--- config.mk ---
export PLATFORM = sky130hd
export DESIGN_NAME = synapse_current_flat
export DESIGN_NICKNAME = d
export VERILOG_FILES = /design/src/rtl/synapse_current_if.sv /design/src/rtl/synapse_current.sv /design/src/flat_wrapper.sv
export SDC_FILE = /design/constraint.sdc
export NUM_CORES = 1
export LEC_CHECK = 0
export CAP_MARGIN = 20
export CORE_ASPECT_RATIO = 0.5
export CORE_UTILIZATION = 53
export DETAILED_ROUTE_END_ITERATION = 6
export PLACE_DENSITY = 0.78
export SLEW_MARGIN = 20
export SYNTH_ARGS = -nofsm -noshare
export SYNTH_HDL_FRONTEND = slang
export SYNTH_SLANG_ARGS = --single-unit
--- constraint.sdc ---
create_clock -name clk_i -period 4.2 [get_ports clk_i]
set_input_delay 0.42 -clock clk_i [delete_from_list [all_inputs] [get_ports clk_i]]
set_output_delay 0.42 -clock clk_i [all_outputs]
set_load 0.02 [all_outputs]
--- src/rtl/synapse_current_if.sv ---
// ---------------------------------------------------------------------------
// synapse_current_if
//   Bundles the spike/config inputs and current outputs of synapse_current.
//
//   spikes_i     presynaptic spike vector, bit k = input k fired this cycle
//   en_i         1 = spikes accepted, 0 = spikes masked (leak continues)
//   cfg_we_i     weight write strobe
//   cfg_addr_i   weight index (3 bits)
//   cfg_wdata_i  weight write data
//   current_o    8-bit synaptic current to the neuron
//   sat_o        current_o is clamped at 255 this cycle
//
//   master: the spike source and configuration agent
//   slave : synapse_current itself
// ---------------------------------------------------------------------------
interface synapse_current_if #(
    parameter int N_IN    = 8,
    parameter int W_WIDTH = 4
);
    logic [N_IN-1:0]    spikes_i;
    logic               en_i;
    logic               cfg_we_i;
    logic [2:0]         cfg_addr_i;
    logic [W_WIDTH-1:0] cfg_wdata_i;
    logic [7:0]         current_o;
    logic               sat_o;

    modport master (
        output spikes_i, en_i, cfg_we_i, cfg_addr_i, cfg_wdata_i,
        input  current_o, sat_o
    );

    modport slave (
        input  spikes_i, en_i, cfg_we_i, cfg_addr_i, cfg_wdata_i,
        output current_o, sat_o
    );
endinterface

--- src/rtl/synapse_current.sv ---
// ---------------------------------------------------------------------------
// synapse_current
//   Upstream stage of the LIF neuron: turns presynaptic spikes into a leaky,
//   saturating 8-bit current.
//
//   Pipeline (spike driven in cycle t):
//     edge t+1  spk_r   <= en ? spikes : 0
//     edge t+2  sum_r   <= sum of weights of inputs set in spk_r
//     edge t+3  current <= clamp255(current - leak + sum_r)
//
//   Ports:
//     clk_i   clock, all state on rising edge
//     rst_i   synchronous active-high reset (priority over everything)
//     bus     synapse_current_if.slave (spikes, enable, weight config,
//             current_o / sat_o)
// ---------------------------------------------------------------------------

// One weight register plus its gated contribution to the sum. One instance
// per input; an address that matches no instance is silently dropped, which
// is how writes beyond N_IN are ignored.
module synapse_lane #(
    parameter int W_WIDTH = 4,
    parameter int W_RESET = 1,
    parameter int LANE    = 0
) (
    input  logic               clk_i,
    input  logic               rst_i,
    input  logic               cfg_we_i,
    input  logic [2:0]         cfg_addr_i,
    input  logic [W_WIDTH-1:0] cfg_wdata_i,
    input  logic               spk_i,
    output logic [W_WIDTH-1:0] contrib_o
);
    localparam logic [2:0]         LANE_ADDR = 3'(LANE);
    localparam logic [W_WIDTH-1:0] W_INIT    = W_WIDTH'(W_RESET);

    logic [W_WIDTH-1:0] w_q;

    always_ff @(posedge clk_i) begin
        if (rst_i)
            w_q <= W_INIT;
        else if (cfg_we_i && (cfg_addr_i == LANE_ADDR))
            w_q <= cfg_wdata_i;
    end

    // Reads the register, so a write in the same cycle as the spike is seen
    // here one edge later, when the spike has moved into spk_r.
    assign contrib_o = spk_i ? w_q : '0;
endmodule

module synapse_current #(
    parameter int N_IN        = 8,
    parameter int W_WIDTH     = 4,
    parameter int W_RESET     = 1,
    parameter int DECAY_SHIFT = 2
) (
    input  logic            clk_i,
    input  logic            rst_i,
    synapse_current_if.slave bus
);
    // Sum width sized for all inputs firing at full weight: cannot overflow.
    localparam int SUM_W = $clog2(N_IN * ((1 << W_WIDTH) - 1) + 1);
    // At least 10 bits for cur - leak + sum; widen only for very wide sums.
    localparam int NXT_W = (SUM_W + 1 > 10) ? SUM_W + 1 : 10;

    // Stage 1: spike capture
    logic [N_IN-1:0] spk_r;

    always_ff @(posedge clk_i) begin
        if (rst_i)
            spk_r <= '0;
        else
            spk_r <= bus.en_i ? bus.spikes_i : '0;
    end

    // Per-input weights and gated contributions
    logic [N_IN-1:0][W_WIDTH-1:0] contrib;

    genvar k;
    generate
        for (k = 0; k < N_IN; k++) begin : g_lane
            synapse_lane #(
                .W_WIDTH (W_WIDTH),
                .W_RESET (W_RESET),
                .LANE    (k)
            ) u_lane (
                .clk_i       (clk_i),
                .rst_i       (rst_i),
                .cfg_we_i    (bus.cfg_we_i),
                .cfg_addr_i  (bus.cfg_addr_i),
                .cfg_wdata_i (bus.cfg_wdata_i),
                .spk_i       (spk_r[k]),
                .contrib_o   (contrib[k])
            );
        end
    endgenerate

    // Stage 2: weighted sum
    logic [SUM_W-1:0] sum_d;
    logic [SUM_W-1:0] sum_r;

    always_comb begin
        sum_d = '0;
        for (int i = 0; i < N_IN; i++)
            sum_d = sum_d + SUM_W'(contrib[i]);
    end

    always_ff @(posedge clk_i) begin
        if (rst_i)
            sum_r <= '0;
        else
            sum_r <= sum_d;
    end

    // Stage 3: leaky integration with saturation
    logic [7:0]       cur_q;
    logic             sat_q;
    logic [7:0]       shifted;
    logic [7:0]       leak;
    logic [NXT_W-1:0] nxt;
    logic             clamp;

    always_comb begin
        shifted = cur_q >> DECAY_SHIFT;
        // Floor of 1 keeps small values draining instead of sticking once
        // the shift rounds to zero. leak <= cur_q always, so no underflow.
        if (cur_q == 8'd0)
            leak = 8'd0;
        else if (shifted == 8'd0)
            leak = 8'd1;
        else
            leak = shifted;
        nxt   = NXT_W'(cur_q) - NXT_W'(leak) + NXT_W'(sum_r);
        clamp = (nxt > NXT_W'(255));
    end

    always_ff @(posedge clk_i) begin
        if (rst_i) begin
            cur_q <= 8'd0;
            sat_q <= 1'b0;
        end else begin
            cur_q <= clamp ? 8'hFF : nxt[7:0];
            sat_q <= clamp;
        end
    end

    assign bus.current_o = cur_q;
    assign bus.sat_o     = sat_q;
endmodule

--- src/flat_wrapper.sv ---
// flat-port wrapper written by rule: the top's interface ports become plain ports
module synapse_current_flat 
#(
    parameter int N_IN        = 8,
    parameter int W_WIDTH     = 4,
    parameter int W_RESET     = 1,
    parameter int DECAY_SHIFT = 2
)
  (clk_i, rst_i, bus_spikes_i, bus_en_i, bus_cfg_we_i, bus_cfg_addr_i, bus_cfg_wdata_i, bus_current_o, bus_sat_o);
  synapse_current_if #(.N_IN(N_IN), .W_WIDTH(W_WIDTH)) bus_i ();
  input  logic clk_i;
  input  logic rst_i;
  input wire logic [$bits(bus_i.spikes_i)-1:0] bus_spikes_i;
  input wire logic [$bits(bus_i.en_i)-1:0] bus_en_i;
  input wire logic [$bits(bus_i.cfg_we_i)-1:0] bus_cfg_we_i;
  input wire logic [$bits(bus_i.cfg_addr_i)-1:0] bus_cfg_addr_i;
  input wire logic [$bits(bus_i.cfg_wdata_i)-1:0] bus_cfg_wdata_i;
  output wire logic [$bits(bus_i.current_o)-1:0] bus_current_o;
  output wire logic [$bits(bus_i.sat_o)-1:0] bus_sat_o;
  assign bus_i.spikes_i = bus_spikes_i;
  assign bus_i.en_i = bus_en_i;
  assign bus_i.cfg_we_i = bus_cfg_we_i;
  assign bus_i.cfg_addr_i = bus_cfg_addr_i;
  assign bus_i.cfg_wdata_i = bus_cfg_wdata_i;
  assign bus_current_o = bus_i.current_o;
  assign bus_sat_o = bus_i.sat_o;
  synapse_current #(.N_IN(N_IN), .W_WIDTH(W_WIDTH), .W_RESET(W_RESET), .DECAY_SHIFT(DECAY_SHIFT)) u_core (.clk_i(clk_i), .rst_i(rst_i), .bus(bus_i));
endmodule
==> impl_metrics.py, run 1 <==
metrics = {
    "pwr": {
        "p_int_mw": 1.42,
        "pwr-share-comb": 0.543,
        "peakVddDrop_mv": 0.198,
        "power_mw": 2.34,
        "p_leak_nw": 1.90,
        "powerDensity_nw_per_um2": 561,
        "switching_share": 0.392,
        "p_sw_mw": 0.916,
        "seq_power_share": 0.276,
        "pwr-share-clk": 0.181,
    },
    "sta": {
        "rsz0062_at_grt": "yes",
        "tightest_slew_ps": 950,
        "final_max_slew_viol_count": 0,
        "min_period_ps": 4440,
        "slew_headroom": 0.367,
        "skew_ps": 3.13,
        "setup_slack_ps": -237,
        "setup_viol": 3,
        "hold_violations": 0,
        "fmax_mhz": 225,
        "holdWs_ps": 469,
        "period_share": 1.06,
    },
    "cells_and_area": {
        "utilization": 0.673,
        "drive_above_1_share": 0.146,
        "area_growth_pct": 20.2,
        "antennaDiodeCount": 0,
        "layout.nets": 464,
    },
    "grt": {
        "grt_pass1_wl_mm": 11.7,
        "grt.total_usage": 0.224,
        "grt_max_degree": 50,
        "grt_util_met3": 0.0358,
        "met1_usage": 0.274,
        "antenna_found_initial": 0,
        "grt_pass1_vias": 2532,
        "grt.busiest_layer": "met2",
        "grt.met2_usage": 0.427,
        "grt-ovfl-total": 0,
    },
    "cts": {
        "cts_sinks": 56,
        "insertion_delay_ps": 290,
        "htreeDepth": 2,
        "cts_tree": "built",
        "cts.clk_slew.worst_paths_ps": 70,
        "ctsHoldBuffers": 0,
        "cts_root_buf": "clkbuf_16",
        "clk_path_buf_depth": 2,
        "numCtsBuffers": 5,
    },
    "die": {
        "rows": 20,
        "die_area_um2": 6880,
        "dieWidth_um": 116,
        "core_region_area_um2": 6180,
        "die_h_um": 59.1,
        "start_util": 0.560,
        "ioPinCount": 28,
    },
    "route": {
        "vias": 2590,
        "post_drt_wl_per_cell_um": 14.4,
        "drc": 0,
        "viasPerCell": 5.35,
        "first_pass_iters": 6,
        "postRouteAntennaNets": 0,
        "dr.first_iter.drc_count": 96,
        "wl_mm": 6.99,
    },
    "synthesis": {
        "ys_types": 41,
        "yosysSeqAreaShare": 0.324,
        "syn_inst": 363,
        "synth-seq-cells": 56,
        "syn_area_um2": 3460,
        "yosys_warnings": 0,
        "avgSynthCellArea_um2": 9.53,
        "syn_nets": 432,
    },
    "critical_path": {
        "crit_required_ps": 4340,
        "ff2ff_setup_slack_ps": -240,
        "timing.rr.start": "u_core.g_lane[0].u_lane.w_q[0]",
        "critPathMaxFanout": 2,
        "crit_start": "u_core.g_lane[0].u_lane.w_q[0]",
        "r2r_cells": 18,
        "timing.rr.end": "u_core.sum_r[6]",
        "crit_path_end_kind": "flop",
        "startpoint_type": "flop",
        "path_class": "reg2reg",
        "arrival_ps": 4580,
    },
    "status": {
        "outcome": "finished, violations left",
        "violations": "setup timing",
    },
    "worst_hold_path": {
        "hold_class": "reg2reg",
        "hold_end": "u_core.g_lane[7].u_lane.w_q[0]",
        "worstHoldPathCells": 1,
        "min_from": "u_core.g_lane[7].u_lane.w_q[0]",
    },
    "placement": {
        "gp_congestion": 0.915,
        "post-dp-hpwl_mm": 5.15,
        "io_buffers": 27,
    },
    "flow_run": {
        "maxCapViolCount": 0,
    },
}
through the flow:
| step | setup TNS (ps) | setup slack, ps | cell area [µm²] | std cells |
|---|---|---|---|---|
| 3_3_place_gp | -199 | -101 | 3890 | 474 |
| 4_1_cts | -593 | -255 | 4100 | 483 |
| 2_1_floorplan | -42.5 | -42.5 | 3500 | 363 |
| 3_5_place_dp | -471 | -233 | 3890 | 474 |
| 5_1_grt | -1020 | -356 | 4160 | 484 |
| 6_report | -653 | -237 | 4160 | 484 |
state kept, by name (all words and copies together) (netlist names):
| register | count |
|---|---|
| u_core.g_lane.u_lane.w_q | 32 |
| u_core.bus.current_o | 8 |
| u_core.spk_r | 8 |
| u_core.sum_r | 7 |
| u_core.bus.sat_o | 1 |
final cells by class:
cell class                 instances  area, µm²
clock buffer                       5        125
clock inverter                     3       26.3
fill                             478       2020
inverter                          34        128
multi-input combinational        261       2290
sequential                        56       1130
tap                               88        110
timing repair buffer              37        355
Yosys cell counts:
| cell | number | area, µm² |
|---|---|---|
| or2_4 | 1 | 8.76 |
| o21ai_0 | 6 | 30.0 |
| nor3b_1 | 2 | 15.0 |
| o21ai_1 | 4 | 20.0 |
| o41ai_1 | 1 | 8.76 |
| nand4b_1 | 3 | 26.3 |
| buf_1 | 1 | 3.75 |
| nor4_1 | 1 | 6.26 |
| a211oi_1 | 4 | 30.0 |
| o21ai_2 | 5 | 43.8 |
| nand3b_1 | 1 | 7.51 |
| o21bai_1 | 1 | 7.51 |
| a221oi_1 | 1 | 8.76 |
| a21oi_1 | 8 | 40.0 |
| and2_1 | 23 | 144 |
| xor2_1 | 6 | 52.6 |
| nand2_1 | 22 | 82.6 |
| o31a_1 | 1 | 8.76 |
| a21o_1 | 6 | 45.0 |
| clkbuf_1 | 11 | 41.3 |
| mux2i_1 | 25 | 250 |
| a2111o_4 | 1 | 21.3 |
| a211o_1 | 8 | 70.1 |
| a41o_1 | 1 | 10.0 |
| o21a_1 | 3 | 22.5 |
| nor2b_4 | 1 | 13.8 |
| nand4_1 | 1 | 6.26 |
| nand2b_1 | 5 | 31.3 |
| nor2_1 | 44 | 165 |
| ha_1 | 29 | 363 |
| or2_1 | 2 | 12.5 |
| o31ai_1 | 2 | 15.0 |
| xnor2_1 | 7 | 61.3 |
| inv_2 | 1 | 3.75 |
| inv_1 | 33 | 124 |
| nor2b_1 | 10 | 62.6 |
| dfxtp_1 | 56 | 1120 |
| nor3_1 | 3 | 15.0 |
| o221a_4 | 1 | 20.0 |
| fa_1 | 21 | 420 |
| o41a_4 | 1 | 21.3 |
repair_timing:
item | 4_1_cts | 5_1_grt
endpoints found under the setup margin | 4 | 4
buffers inserted | 1 | 3
gates resized for setup | 14 | 8
pin swaps | 12 | 20
placed cells by master, fill, tap and decap left out, types with 3 or more instances in the layout:
| cell type | netlist | layout |
|---|---|---|
| clkbuf_16 | 0 | 5 |
| nor2_1 | 44 | 44 |
| inv_2 | 1 | 6 |
| xnor2_2 | 0 | 3 |
| a211o_1 | 8 | 8 |
| mux2i_1 | 25 | 25 |
| nand2b_1 | 5 | 5 |
| nand2_1 | 22 | 22 |
| o21ai_0 | 6 | 6 |
| ha_4 | 0 | 5 |
| o21ai_2 | 5 | 5 |
| xor2_1 | 6 | 6 |
| buf_6 | 0 | 4 |
| a211oi_1 | 4 | 4 |
| nor3_1 | 3 | 3 |
| o21ai_1 | 4 | 4 |
| fa_1 | 21 | 17 |
| buf_4 | 0 | 6 |
| dfxtp_2 | 0 | 4 |
| ha_1 | 29 | 24 |
| fa_2 | 0 | 4 |
| a21oi_1 | 8 | 5 |
| dfxtp_1 | 56 | 52 |
| a21o_1 | 6 | 6 |
| o21a_1 | 3 | 3 |
| nand4b_1 | 3 | 3 |
| and2_1 | 23 | 19 |
| xnor2_1 | 7 | 4 |
| and2_4 | 0 | 4 |
| inv_1 | 33 | 28 |
| clkdlybuf4s50_1 | 0 | 26 |
| nor2b_1 | 10 | 10 |
logic make-up (layout without fill, tap and decap cells):
| kind of cell | Yosys count | after routing | synth area share |
|---|---|---|---|
| AND/OR/NAND/NOR | 119 | 119 | 0.172 |
| buffers and inverters | 46 | 79 | 0.0499 |
| adder cells (fa/ha/maj) | 50 | 50 | 0.226 |
| multiplexers | 25 | 25 | 0.0723 |
| AO/OA/AOI/OAI | 54 | 54 | 0.122 |
| XOR/XNOR | 13 | 13 | 0.0329 |
| flip-flops | 56 | 56 | 0.324 |
power by group through the flow:
stage	sequential (mW)	clock [mW]	combinational (mW)
2_1_floorplan	0.701	0	0.926
3_3_place_gp	0.655	0	1.20
3_5_place_dp	0.657	0	1.26
4_1_cts	0.645	0.432	1.27
5_1_grt	0.653	0.457	1.44
6_report	0.644	0.422	1.27
worst max path at each step:
stage,end
floorplan,u_core.sum_r[6]
global placement,u_core.sum_r[5]
detailed placement,u_core.sum_r[6]
CTS,u_core.sum_r[5]
global route,u_core.sum_r[6]
finish,u_core.sum_r[6]
metal layers:
| metal | vias up | wire length, µm |
|---|---|---|
| li1 | 1273 | - |
| met1 | 1272 | 3180 |
| met2 | 43 | 3580 |
| met3 | 2 | 208 |
| met4 | 0 | 17 |
| met5 | - | 0 |
critical path, cell delays in order (launching register included):
cell and delay [ps]:
dfxtp_2 330, and2_4 160, ha_4 160, fa_2 530, inv_2 40, fa_1 490
inv_2 40, fa_2 530, inv_2 40, fa_2 330, inv_2 60, fa_1 450
ha_1 300, a21o_1 200, a21oi_4 150, o21bai_1 90, a21oi_1 170, xor2_1 170
nor2_1 50
No activity file was read; power rests on OpenSTA's default activity.
==> inputs of run 2 (changes only) <==
--- a/config.mk
+++ b/config.mk
@@ -7,9 +7,10 @@
 export LEC_CHECK = 0
 export CAP_MARGIN = 20
 export CORE_ASPECT_RATIO = 0.5
-export CORE_UTILIZATION = 53
+export CORE_UTILIZATION = 58
 export DETAILED_ROUTE_END_ITERATION = 6
-export PLACE_DENSITY = 0.78
+export PLACE_DENSITY = 0.81
+export SKIP_LAST_GASP = 1
 export SLEW_MARGIN = 20
 export SYNTH_ARGS = -nofsm -noshare
 export SYNTH_HDL_FRONTEND = slang
==> constraint.sdc (replaced) <==
create_clock -name clk_i -period 4.35 [get_ports clk_i]
set_input_delay 0.435 -clock clk_i [delete_from_list [all_inputs] [get_ports clk_i]]
set_output_delay 0.435 -clock clk_i [all_outputs]
set_load 0.02 [all_outputs]
==> impl_metrics.py, run 2 (synthesis results as in run 1) <==
metrics = {
    "critical_path": {
        "critPathMaxFanout": 2,
        "crit_required_ps": 4490,
        "path_class": "reg2reg",
        "r2r_cells": 16,
        "timing.rr.end": "u_core.sum_r[6]",
        "timing.rr.start": "u_core.g_lane[1].u_lane.w_q[0]",
        "ff2ff_setup_slack_ps": -140,
        "startpoint_type": "flop",
        "arrival_ps": 4640,
        "crit_path_end_kind": "flop",
    },
    "grt": {
        "grt_max_degree": 50,
        "grt_pass1_wl_mm": 12.5,
        "antenna_found_initial": 0,
        "grt_pass1_vias": 2727,
        "grt.total_usage": 0.257,
        "grt-ovfl-total": 0,
    },
    "route": {
        "post_drt_wl_per_cell_um": 16.4,
        "drc": 0,
        "wl_mm": 7.68,
        "top_layer": "met4",
        "viasPerCell": 5.56,
        "vias": 2600,
        "wl_met1_mm": 3.36,
        "first_pass_iters": 4,
        "dr_wl_met3_um": 238,
        "dr.first_iter.drc_count": 119,
        "postRouteAntennaNets": 0,
        "met2_length_mm": 3.80,
    },
    "pwr": {
        "powerDensity_nw_per_um2": 568,
        "p_leak_nw": 1.89,
        "peakVddDrop_mv": 0.260,
        "power_mw": 2.34,
    },
    "cts": {
        "insertion_delay_ps": 290,
        "cts_root_buf": "clkbuf_16",
        "numCtsBuffers": 5,
        "cts_tree": "built",
        "ctsHoldBuffers": 0,
        "cts.clk_slew.worst_paths_ps": 70,
        "htreeDepth": 2,
        "cts_sinks": 56,
        "clk_path_buf_depth": 2,
    },
    "sta": {
        "setup_viol": 3,
        "period_share": 1.03,
        "setup_slack_ps": -141,
        "rsz0062_at_grt": "yes",
        "holdWs_ps": 491,
        "tightest_slew_ps": 916,
        "final_max_slew_viol_count": 0,
        "min_period_ps": 4490,
        "skew_ps": 5.22,
        "slew_headroom": 0.389,
        "fmax_mhz": 223,
        "timing.setup.tns_ps": -240,
        "hold_violations": 0,
    },
    "cells_and_area": {
        "regMostFlops": "u_core.g_lane.u_lane.w_q",
        "antennaDiodeCount": 0,
        "drive_above_1_share": 0.139,
        "area_growth_pct": 19.2,
        "stdcell_count": 468,
        "largest_reg_flops": 32,
        "register_area_um2": 1120,
        "fill_cells": 386,
        "utilization": 0.735,
        "layout.nets": 463,
        "final_cell_mix": "53 x dfxtp_1, 44 x nor2_1, 27 x inv_1",
        "final_common_cell": "dfxtp_1",
        "multi_input_area_um2": 2280,
        "fin_area_um2": 4120,
    },
    "placement": {
        "io_buffers": 27,
        "gp_congestion": 0.886,
        "place_inst": 456,
        "post-dp-hpwl_mm": 5.28,
        "pre_cts_ws_ps": -228,
        "place_area_um2": 3820,
    },
    "status": {
        "outcome": "finished, violations left",
        "violations": "setup timing",
    },
    "worst_hold_path": {
        "hold_end": "u_core.g_lane[2].u_lane.w_q[2]",
        "worstHoldPathCells": 2,
        "hold_class": "reg2reg",
        "min_from": "u_core.g_lane[2].u_lane.w_q[2]",
    },
    "die": {
        "rows": 19,
        "ioPinCount": 28,
        "dieWidth_um": 111,
        "core_region_area_um2": 5610,
        "die_h_um": 56.6,
        "die_area_um2": 6300,
        "start_util": 0.617,
    },
    "flow_run": {
        "maxCapViolCount": 0,
    },
}
run 2: cell types whose count changed in the layout (fill, tap and decap cells not counted), moves of 2 or more:
cell,before,now
clkinv_4,2,0
buf_6,4,0
xnor2_2,3,1
buf_4,6,9
xnor2_1,4,6
run 2: where the power goes:
group	switching (mW)	internal (mW)	leakage (nW)	total (mW)
clock network	0.182	0.271	0.0808	0.453
logic	0.677	0.584	1.35	1.26
registers	0.0516	0.575	0.458	0.627
total	0.911	1.43	1.89	2.34
run 2: how the worst max path moves through the flow:
stage | startpoint | to | depth (start not counted)
2_1_floorplan | u_core.spk_r[1] | u_core.sum_r[6] | 18
3_3_place_gp | u_core.spk_r[1] | u_core.sum_r[6] | 18
3_5_place_dp | u_core.spk_r[1] | u_core.sum_r[5] | 18
4_1_cts | u_core.g_lane[0].u_lane.w_q[0] | u_core.sum_r[6] | 16
5_1_grt | u_core.g_lane[0].u_lane.w_q[0] | u_core.sum_r[6] | 16
6_report | u_core.g_lane[1].u_lane.w_q[0] | u_core.sum_r[6] | 16
run 2: metal layers:
layer	global-route usage	vias to the layer above
li1	-	1269
met1	0.315	1234
met2	0.452	72
met3	0.0400	25
met4	0.120	0
met5	0	-
run 2: final cells by class:
type | count | share of cell area
multi-input combinational | 261 | 0.554
sequential | 56 | 0.273
timing repair buffer | 36 | 0.0807
clock buffer | 6 | 0.0313
inverter | 34 | 0.0309
tap | 73 | 0.0221
clock inverter | 2 | 0.00850
run 2: worst max-delay path, cell delays in order, from the launching register on:
cell and delay [ps]:
dfxtp_1 320, and2_4 160, ha_4 160, fa_2 370, xnor2_2 150, fa_1 520
inv_2 70, fa_1 480, fa_1 570, fa_1 430, ha_1 320, a21o_1 210
a21oi_4 140, o21bai_1 80, a21oi_1 160, xor2_1 150, nor2_1 50
run 2: timing repair:
action / CTS / global route
pin swaps: 28 / 19
setup buffers: 4 / 0
endpoints found under the hold margin: 0 / 0
endpoints found under the setup margin: 4 / 3
gates resized for setup: 20 / 7
==> inputs of run 3 (changes only) <==
--- a/config.mk
+++ b/config.mk
@@ -9,7 +9,7 @@
 export CORE_ASPECT_RATIO = 0.5
 export CORE_UTILIZATION = 58
 export DETAILED_ROUTE_END_ITERATION = 6
-export PLACE_DENSITY = 0.81
+export PLACE_DENSITY_LB_ADDON = 0.1
 export SKIP_LAST_GASP = 1
 export SLEW_MARGIN = 20
 export SYNTH_ARGS = -nofsm -noshare
==> impl_metrics.py, run 3 (synthesis results as in run 1) <==
metrics = {
    "sta": {
        "min_period_ps": 4430,
        "slew_headroom": 0.371,
        "timing.setup.tns_ps": -96.5,
        "setup_slack_ps": -79.0,
        "hold_violations": 0,
        "fmax_mhz": 226,
        "final_max_slew_viol_count": 0,
        "period_share": 1.02,
        "tightest_slew_ps": 944,
        "setup_viol": 2,
        "skew_ps": 4.13,
        "rsz0062_at_grt": "yes",
    },
    "critical_path": {
        "path_class": "reg2reg",
        "timing.rr.start": "u_core.spk_r[1]",
        "critPathMaxFanout": 3,
        "crit_slowest_cell": "fa_1",
        "startpoint_type": "flop",
        "cp_cell_sequence": "and2_4, ha_4, fa_2, xnor2_2, fa_1, inv_1, fa_1, fa_1, fa_1, ha_1, a21o_1, a21oi_4, o21bai_1, a21oi_1, xor2_1, nor2_1",
        "slowest_delay_ps": 590,
        "arrival_ps": 4560,
        "crit_start": "u_core.spk_r[1]",
        "crit_path_end_kind": "flop",
        "critPathMostFrequentCell": "fa_1",
        "crit_required_ps": 4490,
    },
    "route": {
        "wl_mm": 6.86,
        "first_pass_iters": 6,
        "post_drt_wl_per_cell_um": 14.7,
        "drc": 4,
        "viasPerCell": 5.48,
        "dr.first_iter.drc_count": 107,
        "vias": 2554,
        "postRouteAntennaNets": 0,
    },
    "placement": {
        "gp_congestion": 0.884,
        "post-dp-hpwl_mm": 5.28,
        "pre_cts_ws_ps": -259,
        "place_inst": 456,
        "io_buffers": 27,
        "place_area_um2": 3820,
    },
    "grt": {
        "grt-ovfl-total": 0,
        "grt.met2_usage": 0.438,
        "grt.total_usage": 0.229,
        "grt_pass1_vias": 2482,
        "met1_usage": 0.273,
        "antenna_found_initial": 0,
        "grt_pass1_wl_mm": 11.3,
        "grt_util_met3": 0.0421,
        "grt_max_degree": 50,
        "grt.busiest_layer": "met2",
    },
    "status": {
        "violations": "DRC, setup timing",
        "outcome": "finished, violations left",
    },
    "cts": {
        "cts_sinks": 56,
        "htreeDepth": 2,
        "cts_root_buf": "clkbuf_16",
        "clk_path_buf_depth": 2,
        "insertion_delay_ps": 280,
        "cts.clk_slew.worst_paths_ps": 70,
        "ctsHoldBuffers": 0,
        "cts_tree": "built",
        "numCtsBuffers": 5,
    },
    "cells_and_area": {
        "stdcell_count": 466,
        "antennaDiodeCount": 0,
        "area_growth_pct": 18.1,
        "final_common_cell": "dfxtp_1",
        "layout.nets": 462,
        "drive_above_1_share": 0.127,
        "regMostFlops": "u_core.g_lane.u_lane.w_q",
        "fill_cells": 410,
        "largest_reg_flops": 32,
        "final_cell_mix": "53 x dfxtp_1, 44 x nor2_1, 30 x inv_1",
        "fin_area_um2": 4090,
    },
    "pwr": {
        "p_int_mw": 1.37,
        "peakVddDrop_mv": 0.233,
        "pwr-share-clk": 0.167,
        "pwr-share-comb": 0.554,
        "switching_share": 0.389,
        "powerDensity_nw_per_um2": 549,
        "p_leak_nw": 1.87,
        "seq_power_share": 0.279,
        "p_sw_mw": 0.873,
    },
    "die": {
        "ioPinCount": 28,
        "core_region_area_um2": 5610,
        "start_util": 0.617,
        "dieWidth_um": 111,
        "rows": 19,
        "die_area_um2": 6300,
        "die_h_um": 56.6,
    },
    "worst_hold_path": {
        "hold_class": "reg2reg",
        "min_from": "u_core.g_lane[3].u_lane.w_q[0]",
    },
    "flow_run": {
        "maxCapViolCount": 0,
    },
}
[run 3: path summary, 6_finish.rpt]
path | to | slack, ps | cells past startpoint
max | u_core.sum_r[6] | -80 | 16
min | u_core.g_lane[3].u_lane.w_q[0] | 470 | 1
max reg2reg | u_core.sum_r[6] | -80 | 16
min reg2reg | u_core.g_lane[3].u_lane.w_q[0] | 470 | 1
[run 3: worst max-delay path: cells and delay by family (launching register included)]
family	cells	cell delay [ps]
adder cells (fa/ha/maj)	7	2840
AO/OA/AOI/OAI	4	550
flip-flops	1	340
XOR/XNOR	2	300
AND/OR/NAND/NOR	2	210
buffers and inverters	1	50
[run 3: final cells by class]
class | count | area, µm² | area share
well taps | 73 | 91.3 | 0.0224
multi-input cells | 261 | 2280 | 0.559
clock buffers | 6 | 129 | 0.0315
clock inverters | 1 | 5.00 | 0.00122
inverters | 34 | 128 | 0.0312
repair buffers | 35 | 325 | 0.0796
flip-flops and latches | 56 | 1120 | 0.275
[run 3: stage by stage]
stage,hold slack (ps),power [mW],utilization
after global routing,503,2.42,0.728
after CTS,466,2.25,0.716
after detailed placement,450,1.86,0.681
after global placement,445,1.79,0.681
after floorplan,435,1.57,-
final,469,2.24,0.728
[run 3: routing by layer]
layer  part of all wire  routed length, µm  up-vias
met5                  0                  0        -
met4             0.0077                 53        0
met3              0.035                241        8
met2               0.52               3580       56
met1               0.44               2990     1231
li1                   -                  -     1259
[run 3: power groups by stage]
stage | combinational, mW | clock, mW | sequential, mW
finish | 1.24 | 0.375 | 0.626
global route | 1.37 | 0.410 | 0.633
CTS | 1.24 | 0.384 | 0.626
detailed placement | 1.22 | 0 | 0.637
global placement | 1.16 | 0 | 0.635
floorplan | 0.893 | 0 | 0.676
[run 3: repair_timing]
item                                    4_1_cts  5_1_grt
buffers inserted                              2        1
resized for setup                            14       10
pin swaps                                    19       21
endpoints found under the setup margin        3        4
endpoints found under the hold margin         0        0
